### src/rtl/draw_column_sequencer_pkg.sv
// Shared screen geometry, palette and FSM encoding
// for the raycaster column sequencer.
package slice_draw_pkg;
  localparam int SCREEN_W = 160;
  localparam int SCREEN_H = 120;

  localparam logic [2:0] WALL_COLOUR  = 3'b100;
  localparam logic [2:0] CEIL_COLOUR  = 3'b001;
  localparam logic [2:0] FLOOR_COLOUR = 3'b010;

  localparam logic [2:0] S_IDLE = 3'd0;
  localparam logic [2:0] S_REQ  = 3'd1;
  localparam logic [2:0] S_WAIT = 3'd2;
  localparam logic [2:0] S_DRAW = 3'd3;
  localparam logic [2:0] S_NEXT = 3'd4;
  localparam logic [2:0] S_DONE = 3'd5;
endpackage

### src/rtl/draw_column_sequencer_if.sv
// Calculator handshake and VGA pixel bus
// between the sequencer and its neighbours.
interface draw_column_sequencer_if;
  import slice_draw_pkg::*;

  logic       calc_begin;
  logic [7:0] column_count;
  logic       calc_done;
  logic [6:0] slice_size;
  logic       plot;
  logic [7:0] x;
  logic [6:0] y;
  logic [2:0] colour;

  modport master (
    output calc_begin, column_count,
    output plot, x, y, colour,
    input  calc_done, slice_size
  );

  modport slave (
    input  calc_begin, column_count,
    input  plot, x, y, colour,
    output calc_done, slice_size
  );
endinterface

### src/rtl/draw_column_sequencer_slice_bounds.sv
// Clamps a projected wall height and centres it;
// an odd leftover row lands on the floor side.
module slice_bounds #(
  parameter int SCREEN_H = slice_draw_pkg::SCREEN_H
) (
  input  logic [6:0] i_size,
  output logic [6:0] o_h,
  output logic [6:0] o_top,
  output logic [6:0] o_bottom
);
  import slice_draw_pkg::*;

  localparam logic [6:0] HMAX = 7'(SCREEN_H);

  logic [6:0] w_span;

  assign o_h      = (i_size > HMAX) ? HMAX : i_size;
  assign w_span   = HMAX - o_h;
  assign o_top    = {1'b0, w_span[6:1]};
  assign o_bottom = o_top + o_h;
endmodule

### src/rtl/draw_column_sequencer.sv
// Walks every screen column: asks the calculator for
// a wall height, then paints ceiling/wall/floor rows.
module draw_column_sequencer #(
  parameter int         SCREEN_W     = slice_draw_pkg::SCREEN_W,
  parameter int         SCREEN_H     = slice_draw_pkg::SCREEN_H,
  parameter int         CALC_TIMEOUT = 255,
  parameter logic [2:0] WALL_COLOUR  = slice_draw_pkg::WALL_COLOUR,
  parameter logic [2:0] CEIL_COLOUR  = slice_draw_pkg::CEIL_COLOUR,
  parameter logic [2:0] FLOOR_COLOUR = slice_draw_pkg::FLOOR_COLOUR
) (
  input  logic clock,
  input  logic resetn,
  input  logic start_frame,
  output logic busy,
  output logic frame_done,
  draw_column_sequencer_if.master bus
);
  import slice_draw_pkg::*;

  localparam logic [7:0] LAST_COL = 8'(SCREEN_W - 1);
  localparam logic [6:0] LAST_ROW = 7'(SCREEN_H - 1);
  localparam logic [7:0] TMO_LAST = 8'(CALC_TIMEOUT - 1);

  logic [2:0] r_state;
  logic [7:0] r_col;
  logic [6:0] r_row;
  logic [6:0] r_h;
  logic [6:0] r_top;
  logic [6:0] r_bot;
  logic       r_done_q;
  logic [7:0] r_tmo;

  logic       w_evt;
  logic       w_tmo;
  logic [6:0] w_size;
  logic [6:0] w_h;
  logic [6:0] w_top;
  logic [6:0] w_bot;
  logic       w_plot;
  logic       w_ceil;
  logic       w_wall;
  logic [2:0] w_colour;

  // Only a fresh rising edge counts; it also beats a same-cycle timeout
  assign w_evt  = bus.calc_done & ~r_done_q;
  assign w_tmo  = (r_tmo == TMO_LAST);
  assign w_size = w_evt ? bus.slice_size : 7'd0;

  slice_bounds #(
    .SCREEN_H (SCREEN_H)
  ) u_bounds (
    .i_size   (w_size),
    .o_h      (w_h),
    .o_top    (w_top),
    .o_bottom (w_bot)
  );

  always_ff @(posedge clock) begin
    if (!resetn) begin
      r_state  <= S_IDLE;
      r_col    <= 8'd0;
      r_row    <= 7'd0;
      r_h      <= 7'd0;
      r_top    <= 7'd0;
      r_bot    <= 7'd0;
      r_done_q <= 1'b0;
      r_tmo    <= 8'd0;
    end else begin
      r_done_q <= bus.calc_done;
      case (r_state)
        S_IDLE: if (start_frame) begin
          r_col   <= 8'd0;
          r_state <= S_REQ;
        end
        S_REQ: begin
          r_tmo   <= 8'd0;
          r_state <= S_WAIT;
        end
        S_WAIT: if (w_evt || w_tmo) begin
          r_h     <= w_h;
          r_top   <= w_top;
          r_bot   <= w_bot;
          r_row   <= 7'd0;
          r_state <= S_DRAW;
        end else begin
          r_tmo <= r_tmo + 8'd1;
        end
        S_DRAW: if (r_row == LAST_ROW) begin
          r_row   <= 7'd0;
          r_state <= S_NEXT;
        end else begin
          r_row <= r_row + 7'd1;
        end
        S_NEXT: if (r_col == LAST_COL) begin
          r_state <= S_DONE;
        end else begin
          r_col   <= r_col + 8'd1;
          r_state <= S_REQ;
        end
        S_DONE: begin
          r_col   <= 8'd0;
          r_state <= S_IDLE;
        end
        default: r_state <= S_IDLE;
      endcase
    end
  end

  assign w_plot = (r_state == S_DRAW);
  assign w_ceil = (r_row < r_top);
  assign w_wall = !w_ceil && (r_row < r_bot) && (r_h != 7'd0);

  always_comb begin
    w_colour = 3'b000;
    if (w_plot) begin
      unique case (1'b1)
        w_ceil:  w_colour = CEIL_COLOUR;
        w_wall:  w_colour = WALL_COLOUR;
        default: w_colour = FLOOR_COLOUR;
      endcase
    end
  end

  assign bus.calc_begin   = (r_state == S_REQ);
  assign bus.column_count = r_col;
  assign bus.plot         = w_plot;
  assign bus.x            = r_col;
  assign bus.y            = r_row;
  assign bus.colour       = w_colour;
  assign busy             = (r_state != S_IDLE);
  assign frame_done       = (r_state == S_DONE);
endmodule

### src/flat_wrapper.sv
// flat-port wrapper written by rule: the top's interface ports become plain ports
module draw_column_sequencer_flat import slice_draw_pkg::*;
#(
  parameter int         SCREEN_W     = slice_draw_pkg::SCREEN_W,
  parameter int         SCREEN_H     = slice_draw_pkg::SCREEN_H,
  parameter int         CALC_TIMEOUT = 255,
  parameter logic [2:0] WALL_COLOUR  = slice_draw_pkg::WALL_COLOUR,
  parameter logic [2:0] CEIL_COLOUR  = slice_draw_pkg::CEIL_COLOUR,
  parameter logic [2:0] FLOOR_COLOUR = slice_draw_pkg::FLOOR_COLOUR
)
  (clock, resetn, start_frame, busy, frame_done, bus_calc_begin, bus_column_count, bus_plot, bus_x, bus_y, bus_colour, bus_calc_done, bus_slice_size);
  draw_column_sequencer_if bus_i ();
  input  logic clock;
  input  logic resetn;
  input  logic start_frame;
  output logic busy;
  output logic frame_done;
  output wire logic [$bits(bus_i.calc_begin)-1:0] bus_calc_begin;
  output wire logic [$bits(bus_i.column_count)-1:0] bus_column_count;
  output wire logic [$bits(bus_i.plot)-1:0] bus_plot;
  output wire logic [$bits(bus_i.x)-1:0] bus_x;
  output wire logic [$bits(bus_i.y)-1:0] bus_y;
  output wire logic [$bits(bus_i.colour)-1:0] bus_colour;
  input wire logic [$bits(bus_i.calc_done)-1:0] bus_calc_done;
  input wire logic [$bits(bus_i.slice_size)-1:0] bus_slice_size;
  assign bus_calc_begin = bus_i.calc_begin;
  assign bus_column_count = bus_i.column_count;
  assign bus_plot = bus_i.plot;
  assign bus_x = bus_i.x;
  assign bus_y = bus_i.y;
  assign bus_colour = bus_i.colour;
  assign bus_i.calc_done = bus_calc_done;
  assign bus_i.slice_size = bus_slice_size;
  draw_column_sequencer #(.SCREEN_W(SCREEN_W), .SCREEN_H(SCREEN_H), .CALC_TIMEOUT(CALC_TIMEOUT), .WALL_COLOUR(WALL_COLOUR), .CEIL_COLOUR(CEIL_COLOUR), .FLOOR_COLOUR(FLOOR_COLOUR)) u_core (.clock(clock), .resetn(resetn), .start_frame(start_frame), .busy(busy), .frame_done(frame_done), .bus(bus_i));
endmodule
### config.mk
export PLATFORM = sky130hd
export DESIGN_NAME = draw_column_sequencer_flat
export DESIGN_NICKNAME = d
export VERILOG_FILES = /design/src/rtl/draw_column_sequencer_pkg.sv /design/src/rtl/draw_column_sequencer_if.sv /design/src/rtl/draw_column_sequencer_slice_bounds.sv /design/src/rtl/draw_column_sequencer.sv /design/src/flat_wrapper.sv
export SDC_FILE = /design/constraint.sdc
export NUM_CORES = 1
export LEC_CHECK = 0
export ABC_AREA = 1
export BUFFER_PORTS_ARGS = -buffer_cell sky130_fd_sc_hd__buf_4
export CORE_MARGIN = 4
export CORE_UTILIZATION = 45
export DETAILED_ROUTE_END_ITERATION = 10
export PLACE_DENSITY = 0.76
export REMOVE_ABC_BUFFERS = 1
export SETUP_SLACK_MARGIN = 0.1
export SLEW_MARGIN = 20
export SYNTH_ARGS = -nofsm -noshare
export SYNTH_HDL_FRONTEND = slang
export SYNTH_SLANG_ARGS = --single-unit
export TNS_END_PERCENT = 5
### constraint.sdc
create_clock -name clock -period 2.8 [get_ports clock]
set_clock_uncertainty 0.15 [all_clocks]
set_input_delay 0.28 -clock clock [delete_from_list [all_inputs] [get_ports clock]]
set_output_delay 0.28 -clock clock [all_outputs]
set_load 0.01 [all_outputs]
# Word level (Yosys, flattened, before mapping)
# Cells that the tools add are included.
word_totals:
  reg_bits: 47
  in_bits: 11
  elab_cells: 63
  output_inout_bits: 30
op_classes:
  addsub: 5
  reduce_logical: 15
  n_mux: 17
  eq_ne: 13
  n_lt_le_gt_ge: 3
  bitwise_logic: 2
ops:
  columns: ["op", "n"]
  rows:
  - ["$mux 7", 4]
  - ["$mux 8", 3]
  - ["$pmux 8 s3", 1]
  - ["$add 8x1->8 const B", 2]
  - ["$eq 8x8->1 const B", 2]
  - ["$pmux 8 s2", 1]
  - ["$mux 3", 5]
  - ["$pmux 3 s5", 1]
  - ["$pmux 7 s2", 1]
  - ["$add 6x7->7", 1]
  - ["$add 7x1->7 const B", 1]
  - ["$eq 7x7->1 const B", 1]
  - ["$gt 7x7->1 const B", 1]
  - ["$lt 7x6->1", 1]
  - ["$lt 7x7->1", 1]
  - ["$reduce_bool 7->1", 1]
  - ["$sub 7x7->7 const A", 1]
  - ["$eq 3x2->1 const B", 2]
  - ["$eq 3x3->1 const B", 2]
  - ["$ne 2x2->1 const B", 3]
  - ["$pmux 3 s2", 1]
  - ["$reduce_and 2->1", 3]
  - ["$reduce_and 3->1", 2]
  - ["$reduce_bool 3->1", 2]
  - ["9 further kinds", 12]

# Longest topological paths before layout
# Gate-level depths: netlist of run 1.
logic_depth:
  depth_word: 7
  mapped_depth: 19
  ltp_nobuf: 19

# By module
# Synthesis of run 1 repeated with hierarchy kept, for this count alone.
hier_totals:
  hier_cells: 492
  area_unflattened_um2: 3221.8
by_module_without_submodules:
  columns: ["module", "cells_each", "seq_area_each_um2", "area_each_um2", "n_inst"]
  rows:
  - ["draw_column_sequencer", 409, 960.9, 2767.7, 1]
  - ["slice_bounds", 83, 0.0, 454.2, 1]

# Worst setup path before layout of run 1
# No wires, ideal clock.
synth_timing:
  kind: "register to register"
  start: "register u_core.r_done_q"
  end: "register u_core.r_bot[6]"
  stages_incl_launch_ff: 18
  period_less_slack_ns: 2.504
  setup_ns: 0.113
  required_ns: 2.537
  path_buffers: 0
  t_arrival_ns: 2.241
  path_slack_ns: 0.296
  path_cell_list: "dfxtp_1 > inv_1 > nand3_2 > inv_2 > nand2_2 > nand2_2 > ha_1 > nand2_2 > nand2_1 > xor2_1 > ha_1 > a31oi_1 > o21ai_0 > o21bai_2 > nand2_1 > nand2_1 > nand2_1 > nor2_1"
synth_via:
  elab_chain_cells: 7
  word_cells_on_any_way: 9
  cone_classes: "add/sub (2); order compare (1); mux (2); bitwise (2); reduce/logical (2)"
synth_lines:
  columns: ["element", "line_no", "text"]
  rows:
  - ["from (decl)", "draw_column_sequencer.sv:30", "logic r_done_q;"]
  - ["from (signal assigned)", "draw_column_sequencer.sv:69", "r_done_q <= bus.calc_done;"]
  - ["$not 1->1 (*)", "draw_column_sequencer.sv:45", "assign w_evt = bus.calc_done & ~r_done_q;"]
  - ["$and 1x1->1 (*)", "draw_column_sequencer.sv:45", null]
  - ["$mux 7 (*)", "draw_column_sequencer.sv:47", "assign w_size = w_evt ? bus.slice_size : 7'd0;"]
  - ["$gt 7x7->1", "draw_column_sequencer_slice_bounds.sv:17", "assign o_h = (i_size > HMAX) ? HMAX : i_size;"]
  - ["$mux 7 (*)", "draw_column_sequencer_slice_bounds.sv:17", null]
  - ["net u_core.u_bounds.o_h[3]", "draw_column_sequencer_slice_bounds.sv:7", "output logic [6:0] o_h,"]
  - ["$sub 7x7->7 (*)", "draw_column_sequencer_slice_bounds.sv:18", "assign w_span = HMAX - o_h;"]
  - ["net u_core.u_bounds.o_top[3]", "draw_column_sequencer_slice_bounds.sv:8", "output logic [6:0] o_top,"]
  - ["$add 6x7->7 (*)", "draw_column_sequencer_slice_bounds.sv:20", "assign o_bottom = o_top + o_h;"]
  - ["to (signal assigned)", "draw_column_sequencer.sv:82", "r_bot <= w_bot;"]
  - ["to (decl)", "draw_column_sequencer.sv:29", "logic [6:0] r_bot;"]
# The timed path passes the listed nets; every way through them passes the cells marked *.
# A chain may end at the register's enable or synchronous reset.

# Worst setup path in the final report of run 1
layout_timing:
  start: "register u_core.r_done_q"
  end: "register u_core.r_bot[5]"
layout_via:
  elab_chain_cells: 7
  word_cells_on_any_way: 9
  cone_classes: "add/sub (2); order compare (1); mux (2); bitwise (2); reduce/logical (2)"
layout_lines:
  columns: ["element", "line_no"]
  rows:
  - ["$not 1->1 (*)", "draw_column_sequencer.sv:45"]
  - ["$and 1x1->1 (*)", "draw_column_sequencer.sv:45"]
  - ["$mux 7 (*)", "draw_column_sequencer.sv:47"]
  - ["$gt 7x7->1", "draw_column_sequencer_slice_bounds.sv:17"]
  - ["$mux 7 (*)", "draw_column_sequencer_slice_bounds.sv:17"]
  - ["$sub 7x7->7 (*)", "draw_column_sequencer_slice_bounds.sv:18"]
  - ["net u_core.u_bounds.o_top[3]", "draw_column_sequencer_slice_bounds.sv:8"]
  - ["$add 6x7->7 (*)", "draw_column_sequencer_slice_bounds.sv:20"]
# Marks and branches as above.

==> results, run 1 <==
- The flow ran to the end, and the final reports show no timing, DRC or antenna violations.
- CTS built an H-tree with a depth of 2.
- In this run the count of I/O pins placed on the die edge is between 40 and 50.
- The area of the core region is 0.006026 mm2.
- The total wirelength of the detailed-routed design is 6.443 mm.
- The count of endpoints failing hold in the final timing report is 0.
- No sink is reached through more buffers than the 2 on the longest clock path.
- The full die area is 0.007690 mm2.
- The post-synthesis to final-layout area growth is 21.89%.
- Entering global routing, the biggest net connects 20 pins.
- The initial utilization of the core area, before any placement, comes to 47.43%.
- The HPWL after detailed placement is just under 5 mm.
- The antenna diode count is 0.
- The post-layout minimum cycle time is 2552 ps.
- The type of the worst min-delay path is primary input to register.
- The multi-input logic area is roughly 0.0017 mm2.
- Data on the critical path is required at its endpoint by 2860 ps.
- Setup violations remaining at the end of the flow were counted as 0.
- The tool flagged a number of max-cap violations equal to 0.
- Synthesis produced 395 cells.
- The count of nets left with antenna violations once routing finished came out at 0.
- The number of antenna violations at the first check in global routing is 0.
- After synthesis, flip-flops and latches occupy 31.52% of the total area.
- The count of input and output buffers is 40.
- The worst path uses 91.13% of the clock period.
- The routed layout has 2622 vias.
- The clock root buffer master is clkbuf_8.
- The clock reaches the later pin of the worst-skew pair after around 300 ps.
- The congestion estimate from routability-driven global placement came to 0.9083.
- The fraction of final layout cells with drive strength greater than 1 is 25.57%.
- Each instance of the synthesized netlist takes up on average 7.235 um2.
- Of all nets on the critical path, the largest fanout is 4.
- Setup repair after global routing could not meet its margin everywhere.
- The final max-slew violation count is 0.
- The routed via count divided by cell count is between 5 and 6.
- Counting the fill cells in the layout gives 567.
- In the final layout, flip-flops and latches occupy 900.9 um2.
- The horizontal die dimension is approximately 88 um.
- Dividing total power by cell area gives a power density of 521.2 mW/mm2.
- The floorplan step set the die height to 87.69 um.
- The maximum resistive drop on vdd is 367.5 uV.
- Overall power consumption after layout is estimated at 1815 uW.
- The count of unique library cells instantiated by Yosys is 38.
- The post-synthesis cell area is ~0.0029 mm2.
- The clock slew seen by the registers of the worst setup and hold paths is 90 ps.
- For the worst setup path, the data arrival time is 2610 ps.
- The leakage power figure is between 0.0015 and 0.002 uW.
- For this run, design rule violations remaining after detail routing come to 0.
- The wire length of the first global-routing pass is 11.01 mm.
- Clock tree synthesis inserted a total of 5 buffers.
- The via count of the first global-routing pass is 2408.
- STA classifies the critical path endpoint as a register.
- The CTS tree is built.
- The average routed wire per standard cell is 12.46 um.
- For the pin with the worst max-slew slack, the measured transition is 537.3 ps.
- After detailed placement, the total cell area comes to 0.003214 mm2.
- After the first detailed-routing iteration, the DRC count stood at 189.
- Global routing finished with a remaining overflow of 0.
- Based on the critical path, the design can be clocked at up to around 400 MHz.
- The tightest slew margin relative to the limit is 64.14%.
- Synthesis inferred 45 register bits.
- The initialized floorplan defines 28 standard-cell rows.
- The number of search-and-repair iterations in the first detailed-routing pass is 5.
- The kind of launch point of the worst setup path is a register.
- For this run, the total global-route usage over all layers was measured as approximately 18%.
- The critical path is of the register to register type.
- The net count of the finished layout is 475.
- The sink count of the clock tree is 45.
- During synthesis, Yosys emitted a total of 0 warnings.
- With fillers left out, the area of the finished cells amounts to 0.003483 mm2.
- Adding up every negative setup slack in the final design gives 0 ps.
[layer usage]
layer	track usage (%)	vias up	routed length, um
li1	-	1371	-
met1	24.38	1183	3044
met2	28.63	60	3014
met3	2.540	8	293
met4	6.137	0	90
met5	0	-	0
[critical path, cell delays in order (launching register included)]
cell and delay [ps]:
dfxtp_1 310, inv_2 70, nand3_2 100, buf_4 180
o21ai_2 230, nand2_2 130, nand2_2 100, xor2_2 200
ha_4 240, nand2_1 90, nor3_1 60, a211oi_1 250
o21ai_1 120, nand2_1 70, nand3_1 70, nand2_1 70
inv_1 30
[layout make-up]
type / count / share of cell area (%)
inverters: 70 / 7.615
well taps: 75 / 2.694
flip-flops and latches: 45 / 25.86
repair buffers: 53 / 11.42
multi-input cells: 267 / 49.43
clock inverters: 2 / 1.006
clock buffers: 5 / 1.976
[layout by cell type, fill, tap and decap left out, types with 7 or more instances in the layout]
cell	Yosys	final
a211oi_1	7	7
a21oi_1	39	38
buf_4	8	53
dfxtp_1	45	45
ha_1	22	18
inv_1	62	61
inv_2	8	8
nand2_1	60	59
nand3_1	18	18
nand4_1	7	7
nor2_1	40	38
nor3_1	9	9
o21ai_0	19	17
[sequential cells by signal (all words and copies together) (netlist names)]
signal and cells:
u_core.bus.y 7, u_core.r_bot 7, u_core.r_done_q 1, u_core.r_top 6
u_core.bus.column_count 8, u_core.r_state 3, u_core.r_tmo 8, u_core.r_h 5
[path summary, 6_finish.rpt]
| check | startpoint | endpoint | slack, ps | depth (start not counted) |
|---|---|---|---|---|
| setup / recovery | u_core.r_done_q$_SDFF_PN0_ | u_core.r_bot[5]$_SDFFE_PN0P_ | 250 | 16 |
| hold / removal | bus_calc_done | u_core.r_done_q$_SDFF_PN0_ | 50 | 3 |
| setup reg to reg | u_core.r_done_q$_SDFF_PN0_ | u_core.r_bot[5]$_SDFFE_PN0P_ | 250 | 16 |
| hold reg to reg | u_core.r_tmo[7]$_SDFFE_PN0P_ | u_core.r_tmo[7]$_SDFFE_PN0P_ | 310 | 1 |
[kinds of logic after synthesis]
logic type / share of synthesized area [%]
adder cells (fa/ha/maj): 9.632
flip-flops: 31.52
XOR/XNOR: 1.839
buffers and inverters: 12.08
AND/OR/NAND/NOR: 28.72
AO/OA/AOI/OAI: 16.20
[timing repair]
action                     CTS  global route
hold buffers                 0             0
hold endpoints to repair     0             0
gates resized for setup      8            14
setup endpoints to repair    2             4
buffers inserted             3             4
pin swaps                    3            10
[power by group]
group	total (uW)	switching (uW)	internal, uW
clock network	480	220	260
registers	744	51.5	692
logic	592	352	240
[cell usage after synthesis (all sizes together)]
cell type / n / area (um2)
nor3: 12 / 87.58
a31oi: 1 / 6.260
nand2: 69 / 286.5
clkbuf: 2 / 7.510
a21oi: 40 / 211.5
dfxtp: 45 / 900.9
nand4: 7 / 43.79
buf: 11 / 75.07
or2: 2 / 12.51
nand3b: 1 / 20.02
nand3: 21 / 127.6
xor2: 5 / 43.79
nor3b: 1 / 12.51
xnor2: 1 / 8.760
a211oi: 7 / 52.55
o21ai: 25 / 136.4
o2111ai: 1 / 8.760
o21bai: 1 / 11.26
nor2: 46 / 202.7
o211ai: 3 / 36.28
ha: 22 / 275.3
inv: 70 / 262.8
nor4: 2 / 27.53
[stage by stage]
step                worst slack, ps  hold slack (ps)  cells  utilization, %
finish                        248.3            54.00    517           57.81
global route                  77.38            59.55    517           57.81
CTS                           115.0            45.64    513           55.90
detailed placement            39.86            294.8    503           53.34
global placement              101.7            295.1    503           53.34
floorplan                     293.6            223.5    382               -
No activity file was read; power rests on OpenSTA's default activity.
==> run 2, diff against run 1 <==
--- a/config.mk
+++ b/config.mk
@@ -7,7 +7,6 @@
 export LEC_CHECK = 0
 export ABC_AREA = 1
 export BUFFER_PORTS_ARGS = -buffer_cell sky130_fd_sc_hd__buf_4
-export CORE_MARGIN = 4
 export CORE_UTILIZATION = 45
 export DETAILED_ROUTE_END_ITERATION = 10
 export PLACE_DENSITY = 0.76
==> run 2 against run 1 <==
Global-route usage is 4.0 points higher; critical path depth stayed put; cell area is 1.7% lower; critical endpoint unchanged; largest cell class unchanged; highest routed layer unchanged.
==> results, run 2 (same netlist as run 1, synthesis figures left out) <==
- The fraction of the cycle the final worst path needs came to 93.66% (+2.5 points).
- The total wirelength of the detailed-routed design is 6.529 mm (+1.3%).
- The height of the die is 81.69 um (-6.8%).
- The row count came to 28 (unchanged).
- The number of antenna violations at the first check in global routing is 0 (unchanged).
- The worst setup path is launched from a register.
- The maximum resistive drop on vdd is 380.3 uV (+3.5%).
- Leaving out fill and tap cells, the most frequent cells in the layout are 61 x inv_1, 59 x nand2_1, 48 x buf_4.
- The number of filler instances in the final layout is 575 (+1.4%).
- The required time of the critical path is 2850 ps (about the same).
- The count of input and output buffers is 40 (unchanged).
- The largest net degree at the start of global routing is 20 (unchanged).
- The maximum fanout encountered on the critical timing path is 8 (+4).
- The measured slew at the worst slew-check pin was 490.1 ps (-47.20 ps).
- The aggregate global-route resource usage is 21.79% (+4.0 points).
- The number of buffers added to fix hold violations after cts is 0 (unchanged).
- The final max-slew violation count is 0 (unchanged).
- The initial cell density of the core is 47.43% (unchanged).
- The sink count of the clock tree is 45 (unchanged).
- The setup slack at placement was 59.07 ps (+19.21 ps).
- The final weighted congestion in routability-driven placement was 0.8636 (-4.9%).
- The number of search-and-repair iterations in the first detailed-routing pass was 4 (-1).
- The area of placed instances is 0.003207 mm2 (-0.23%).
- The count of endpoints failing hold in the final timing report is 0 (unchanged).
- The HPWL after detailed placement is 4.910 mm (+0.64%).
- The count of max-cap constraint violations came to 0 (unchanged).
- The level count of the clock H-tree is 2 (unchanged).
- The leakage power figure came to 0.001657 uW (-0.94%).
- The top-level port count came to 41 (unchanged).
- The post-route non-filler standard cell count is 513 (-0.77%).
- The area of the core region is 0.006026 mm2 (unchanged).
- The final setup violation count is 0 (unchanged).
- The layout net count is 470 (-1.1%).
- TritonCTS built the clock tree.
- The design area came to 0.003423 mm2 (-1.7%).
- The core occupancy in the finished layout is 56.81% (-1.0 points).
- The post-route DRC violation count was 0 (unchanged).
- The startpoint-to-endpoint class of the critical path is register to register.
- The clock network latency to the later pin of the worst-skew pair was 310 ps (about the same).
- The total power consumption of the routed design was 1893 uW (+4.3%).
- The total placed cells including tap cells was 502 (-0.20%).
- The post-synthesis to final-layout area growth is 19.79%.
- The horizontal die dimension is 81.69 um (-6.8%).
- The number of DRC violations after detailed-routing iteration 0 is 144 (-24%).
- The full die area came to 0.006673 mm2 (-13%).
- The element type at the critical path end is a register.
- The final worst slack came to 177.6 ps (-70.71 ps).
- The power per unit of standard cell area is 553.1 mW/mm2 (+6.1%).
- The data arrival time at the worst-slack endpoint is 2670 ps (+60 ps).
- The achievable clock frequency is 381.3 MHz (-2.7%).
- The cell sitting at the root of the clock tree is a clkbuf_8.
- Setup repair after global routing could not meet its margin everywhere.
- The run finished with clean final reports.
- The maximum number of buffers from clock root to sink is 2 (unchanged).
- The average routed wire per standard cell was 12.73 um (+2.1%).
- The number of vias in the routed layout is 2612 (-0.38%).
- The fraction of final layout cells with drive strength greater than 1 was 23.74% (-1.8 points).
- The total grt overflow is 0 (unchanged).
- In this run the worst hold path is classified as primary input to register.
- The routed via count divided by cell count is 5.092 (+0.40%).
- Leaving out fill and tap cells, the most frequent cell in the layout is inv_1.
- The tightest slew margin relative to the limit came to 67.29% (+3.1 points).
- The number of CTS-inserted buffers is 5 (unchanged).
- The post-layout minimum cycle time is 2622 ps (+70.71 ps).
- The antenna diode count is 0 (unchanged).
- The wire length of the first global-routing pass is 10.98 mm (-0.19%).
- The number of routed nets with antenna violations is 0 (unchanged).
- The clock slew seen by the registers of the worst setup and hold paths came to 80 ps (about the same).
- The via count of the first global-routing pass is 2439 (+1.3%).
## run 2: area by class of cell
| type | instances | area (um2) | share of cell area (%) |
|---|---|---|---|
| Tap cell | 75 | 93.84 | 2.741 |
| Clock buffer | 5 | 68.82 | 2.010 |
| Inverter | 70 | 265.3 | 7.749 |
| Multi-Input combinational cell | 267 | 1668 | 48.72 |
| Timing Repair Buffer | 48 | 360.3 | 10.53 |
| Sequential cell | 45 | 902.1 | 26.35 |
| Clock inverter | 3 | 65.06 | 1.901 |
## run 2: worst paths after layout
| check | slack, ps | cells after the start | start | endpoint |
|---|---|---|---|---|
| setup reg to reg | 180 | 16 | u_core.r_done_q$_SDFF_PN0_ | u_core.r_bot[5]$_SDFFE_PN0P_ |
| hold reg to reg | 320 | 1 | u_core.r_tmo[7]$_SDFFE_PN0P_ | u_core.r_tmo[7]$_SDFFE_PN0P_ |
| hold / removal | 50 | 3 | bus_calc_done | u_core.r_done_q$_SDFF_PN0_ |
| setup / recovery | 180 | 16 | u_core.r_done_q$_SDFF_PN0_ | u_core.r_bot[5]$_SDFFE_PN0P_ |
## run 2: critical path: stages, from the launching register on
cell and delay, ps:
dfxtp_1 310, inv_2 70, nand2_4 100, nor2_1 210
buf_4 180, ha_1 130, nand2_1 70, xor2_1 170
ha_1 380, nand2_2 110, nor3_2 50, a211oi_2 220
o21ai_0 110, nand2_1 70, nand3_1 70, nand2_1 70
inv_1 30
## run 2: per-layer routing
layer | vias up | share of wire (%) | wire length (um) | GRT usage [%]
met5 | - | 0 | 0 | 0
met2 | 52 | 48 | 3106 | 36.25
met4 | 0 | 1.8 | 117 | 8.947
met3 | 8 | 3.5 | 228 | 4.000
li1 | 1364 | - | - | -
met1 | 1188 | 47 | 3076 | 27.61
## run 2: per-stage QoR
| stage | hold slack, ps | setup TNS (ps) |
|---|---|---|
| 2_1_floorplan | 223.5 | 0 |
| 3_3_place_gp | 294.4 | 0 |
| 3_5_place_dp | 304.3 | 0 |
| 4_1_cts | 31.29 | 0 |
| 5_1_grt | 61.24 | -7.769 |
| 6_report | 49.81 | 0 |
## run 2: what timing repair did
item,4_1_cts,5_1_grt
setup buffers,0,3
pin swaps,0,5
cloned,0,0
setup endpoints to repair,2,5
endpoints found under the hold margin,0,0
gates resized for setup,1,14
## run 2: power by group
group / switching (uW) / internal [uW]
clock network: 230 / 355
registers: 51.7 / 692
logic: 349 / 217
total: 630 / 1260
==> run 3, diff against run 2 <==
--- a/config.mk
+++ b/config.mk
@@ -7,12 +7,15 @@
 export LEC_CHECK = 0
 export ABC_AREA = 1
 export BUFFER_PORTS_ARGS = -buffer_cell sky130_fd_sc_hd__buf_4
-export CORE_UTILIZATION = 45
+export CELL_PAD_IN_SITES_DETAIL_PLACEMENT = 0
+export CELL_PAD_IN_SITES_GLOBAL_PLACEMENT = 2
+export CORE_MARGIN = 3
+export CORE_UTILIZATION = 32
 export DETAILED_ROUTE_END_ITERATION = 10
-export PLACE_DENSITY = 0.76
+export PLACE_DENSITY = 0.9
 export REMOVE_ABC_BUFFERS = 1
 export SETUP_SLACK_MARGIN = 0.1
-export SLEW_MARGIN = 20
+export SLEW_MARGIN = 40
 export SYNTH_ARGS = -nofsm -noshare
 export SYNTH_HDL_FRONTEND = slang
 export SYNTH_SLANG_ARGS = --single-unit
==> run 3 against run 2 <==
Power down 6.9%; fmax up 3.2%; wire length rose by 5.3%; worst setup slack improved by 81 ps; clock-buffer cell count is the same; sequential power barely moved; first-iteration DRC count down 39%; register-to-register slack gained 80 ps; worst hold slack improved by 12 ps.
==> results, run 3 (same netlist as run 1, synthesis figures left out) <==
- The critical path goes through inv_2, nand3_2, inv_4, nand2_8, nand2_4, ha_2, nand2_2, nand2_1, xor2_1, ha_1, nand2_2, nor3_2, a211oi_2, buf_4, nand3_1, nand3_1, nand2_1, inv_1.
- The total placed cells including tap cells came to 535 (+6.6%).
- The average routed wire per standard cell was 12.48 um (-2.0%).
- The total grt overflow is 0 (unchanged).
- The count of input and output buffers is 40 (unchanged).
- The aggregate global-route resource usage is 14.54% (-7.2 points).
- The required time of the critical path is 2860 ps (about the same).
- The HPWL after detailed placement was 5.268 mm (+7.3%).
- The tree is rooted in a clkbuf_8.
- The largest individual stage delay along the critical path comes from the cell ha_1.
- The leakage power figure is 0.001673 uW (+0.99%).
- The height of the die is 100.5 um (+23%).
- The final max-slew violation count is 0 (unchanged).
- Setup repair after global routing could not meet its margin everywhere.
- The number of CTS-inserted buffers is 5 (unchanged).
- The maximum number of buffers from clock root to sink is 2 (unchanged).
- The tightest slew margin relative to the limit is 63.71% (-3.6 points).
- The number of buffer and inverter instances along the worst setup path was 4 (+1).
- The top-level port count is 41 (unchanged).
- The element type at the critical path end is a register.
- The startpoint-to-endpoint class of the critical path is register to register.
- The clock slew seen by the registers of the worst setup and hold paths came to 90 ps (about the same).
- The number of routed nets with antenna violations was 0 (unchanged).
- The post-layout minimum cycle time is 2542 ps (-80.54 ps).
- The initial cell density of the core is 33.93% (-13 points).
- The number of vias in the routed layout was 2611 (-0.038%).
- The wire length of the first global-routing pass is 11.95 mm (+8.8%).
- The number of antenna violations at the first check in global routing came to 0 (unchanged).
- The count of max-cap constraint violations is 0 (unchanged).
- The final setup violation count came to 0 (unchanged).
- The accumulated negative setup slack came to 0 ps (unchanged).
- The fraction of the cycle the final worst path needs is 90.78% (-2.9 points).
- The power per unit of standard cell area is 497.4 mW/mm2 (-10%).
- The post-route DRC violation count was 0 (unchanged).
- The type of the worst min-delay path is primary input to register.
- The largest net degree at the start of global routing is 20 (unchanged).
- The full die area is 0.01010 mm2 (+51%).
- The run finished with clean final reports.
- The total power consumption of the routed design was 1763 uW (-6.9%).
- The measured slew at the worst slew-check pin came to 543.7 ps (+53.57 ps).
- The maximum single-stage delay on the critical path is 350 ps (-30 ps).
- The sink count of the clock tree is 45 (unchanged).
- The achievable clock frequency is 393.4 MHz (+3.2%).
- The horizontal die dimension was 100.5 um (+23%).
- The number of filler instances in the final layout is 897 (+56%).
- The count of endpoints failing hold in the final timing report is 0 (unchanged).
- The worst hold slack across all endpoints is 62.31 ps (+12.49 ps).
- The leading cell type in the layout, fill and taps excluded is inv_1.
- The number of buffers added to fix hold violations after cts was 0 (unchanged).
- TritonCTS built the clock tree.
- The antenna diode count is 0 (unchanged).
- Broken down by cell family, the worst path's largest delay share belongs to simple AND/OR/NAND/NOR gates.
- The kind of launch point of the worst setup path is a register.
- The maximum resistive drop on vdd is 186.1 uV (-51%).
- The fraction of final layout cells with drive strength greater than 1 is 26.91% (+3.2 points).
- The area growth from synthesis to layout is 24.04%.
- The core occupancy in the finished layout was 42.08% (-15 points).
- The layout net count came to 478 (+1.7%).
- The row count is 33 (+18%).
- The final weighted congestion in routability-driven placement was 0.7950 (-7.9%).
- In the layout the commonest cells are 61 x inv_1, 59 x nand2_1, 56 x buf_4.
- The level count of the clock H-tree came to 2 (unchanged).
- The maximum fanout encountered on the critical timing path is 6 (-2).
- The clock network latency to the later pin of the worst-skew pair is 310 ps (about the same).
- The number of search-and-repair iterations in the first detailed-routing pass came to 5 (+1).
- The post-route non-filler standard cell count came to 551 (+7.4%).
- The via count of the first global-routing pass is 2577 (+5.7%).
- The total wirelength of the detailed-routed design is 6.875 mm (+5.3%).
- The routed via count divided by cell count came to 4.739 (-6.9%).
- The area of the core region came to 0.008423 mm2 (+40%).
- The number of DRC violations after detailed-routing iteration 0 is 88 (-39%).
- The data arrival time at the worst-slack endpoint is 2600 ps (-70 ps).
==> run 3: cell type report <==
cell class / instances / area [um2] / area share (%)
Multi-Input combinational cell: 267 / 1733 / 48.89
Sequential cell: 45 / 903.4 / 25.49
Timing Repair Buffer: 56 / 420.4 / 11.86
Inverter: 70 / 265.3 / 7.483
Tap cell: 105 / 131.4 / 3.706
Clock buffer: 5 / 68.82 / 1.941
Clock inverter: 3 / 22.52 / 0.6354
==> run 3: metrics by stage <==
step / area [um2] / worst slack, ps
2_1_floorplan: 2775 / 293.6
3_5_place_dp: 3267 / 74.95
3_3_place_gp: 3267 / 121.9
5_1_grt: 3545 / 33.83
6_report: 3545 / 258.1
4_1_cts: 3376 / 108.8
==> run 3: final timing paths <==
path                              start                      endpoint  slack, ps  cells after the start
max reg2reg  u_core.r_done_q$_SDFF_PN0_  u_core.r_bot[5]$_SDFFE_PN0P_        260                     18
min                       bus_calc_done    u_core.r_done_q$_SDFF_PN0_         60                      3
max          u_core.r_done_q$_SDFF_PN0_  u_core.r_bot[5]$_SDFFE_PN0P_        260                     18
min reg2reg  u_core.r_h[4]$_SDFFE_PN0P_    u_core.r_h[4]$_SDFFE_PN0P_        320                      2
==> run 3: worst register-to-register path, stage by stage, from the launching register on <==
cell      delay [ps]
dfxtp_1          330
inv_2             50
nand3_2          100
inv_4             60
nand2_8           80
nand2_4           70
ha_2             190
nand2_2           90
nand2_1           60
xor2_1           170
ha_1             350
nand2_2           80
nor3_2           220
a211oi_2          60
buf_4            140
nand3_1           80
nand3_1           80
nand2_1           60
inv_1             30
==> run 3: timing repair <==
item                       4_1_cts  5_1_grt
pin swaps                        2        9
setup buffers                    2        6
setup endpoints to repair        1        5
resized for setup                1       27
hold endpoints to repair         0        0
==> run 3: power breakdown <==
part / total (uW) / internal (uW) / switching, uW
combinational: 602 / 245 / 357
sequential: 743 / 692 / 51.1
clock: 418 / 177 / 240
==> run 3: metal layers <==
metal	part of all wire, %	wire length, um	up-vias	global-route usage, %
met4	1.4	95	0	4.456
met2	47	3224	30	23.70
met5	0	0	-	0
li1	-	-	1380	-
met1	49	3373	1195	19.74
met3	2.6	181	6	2.353
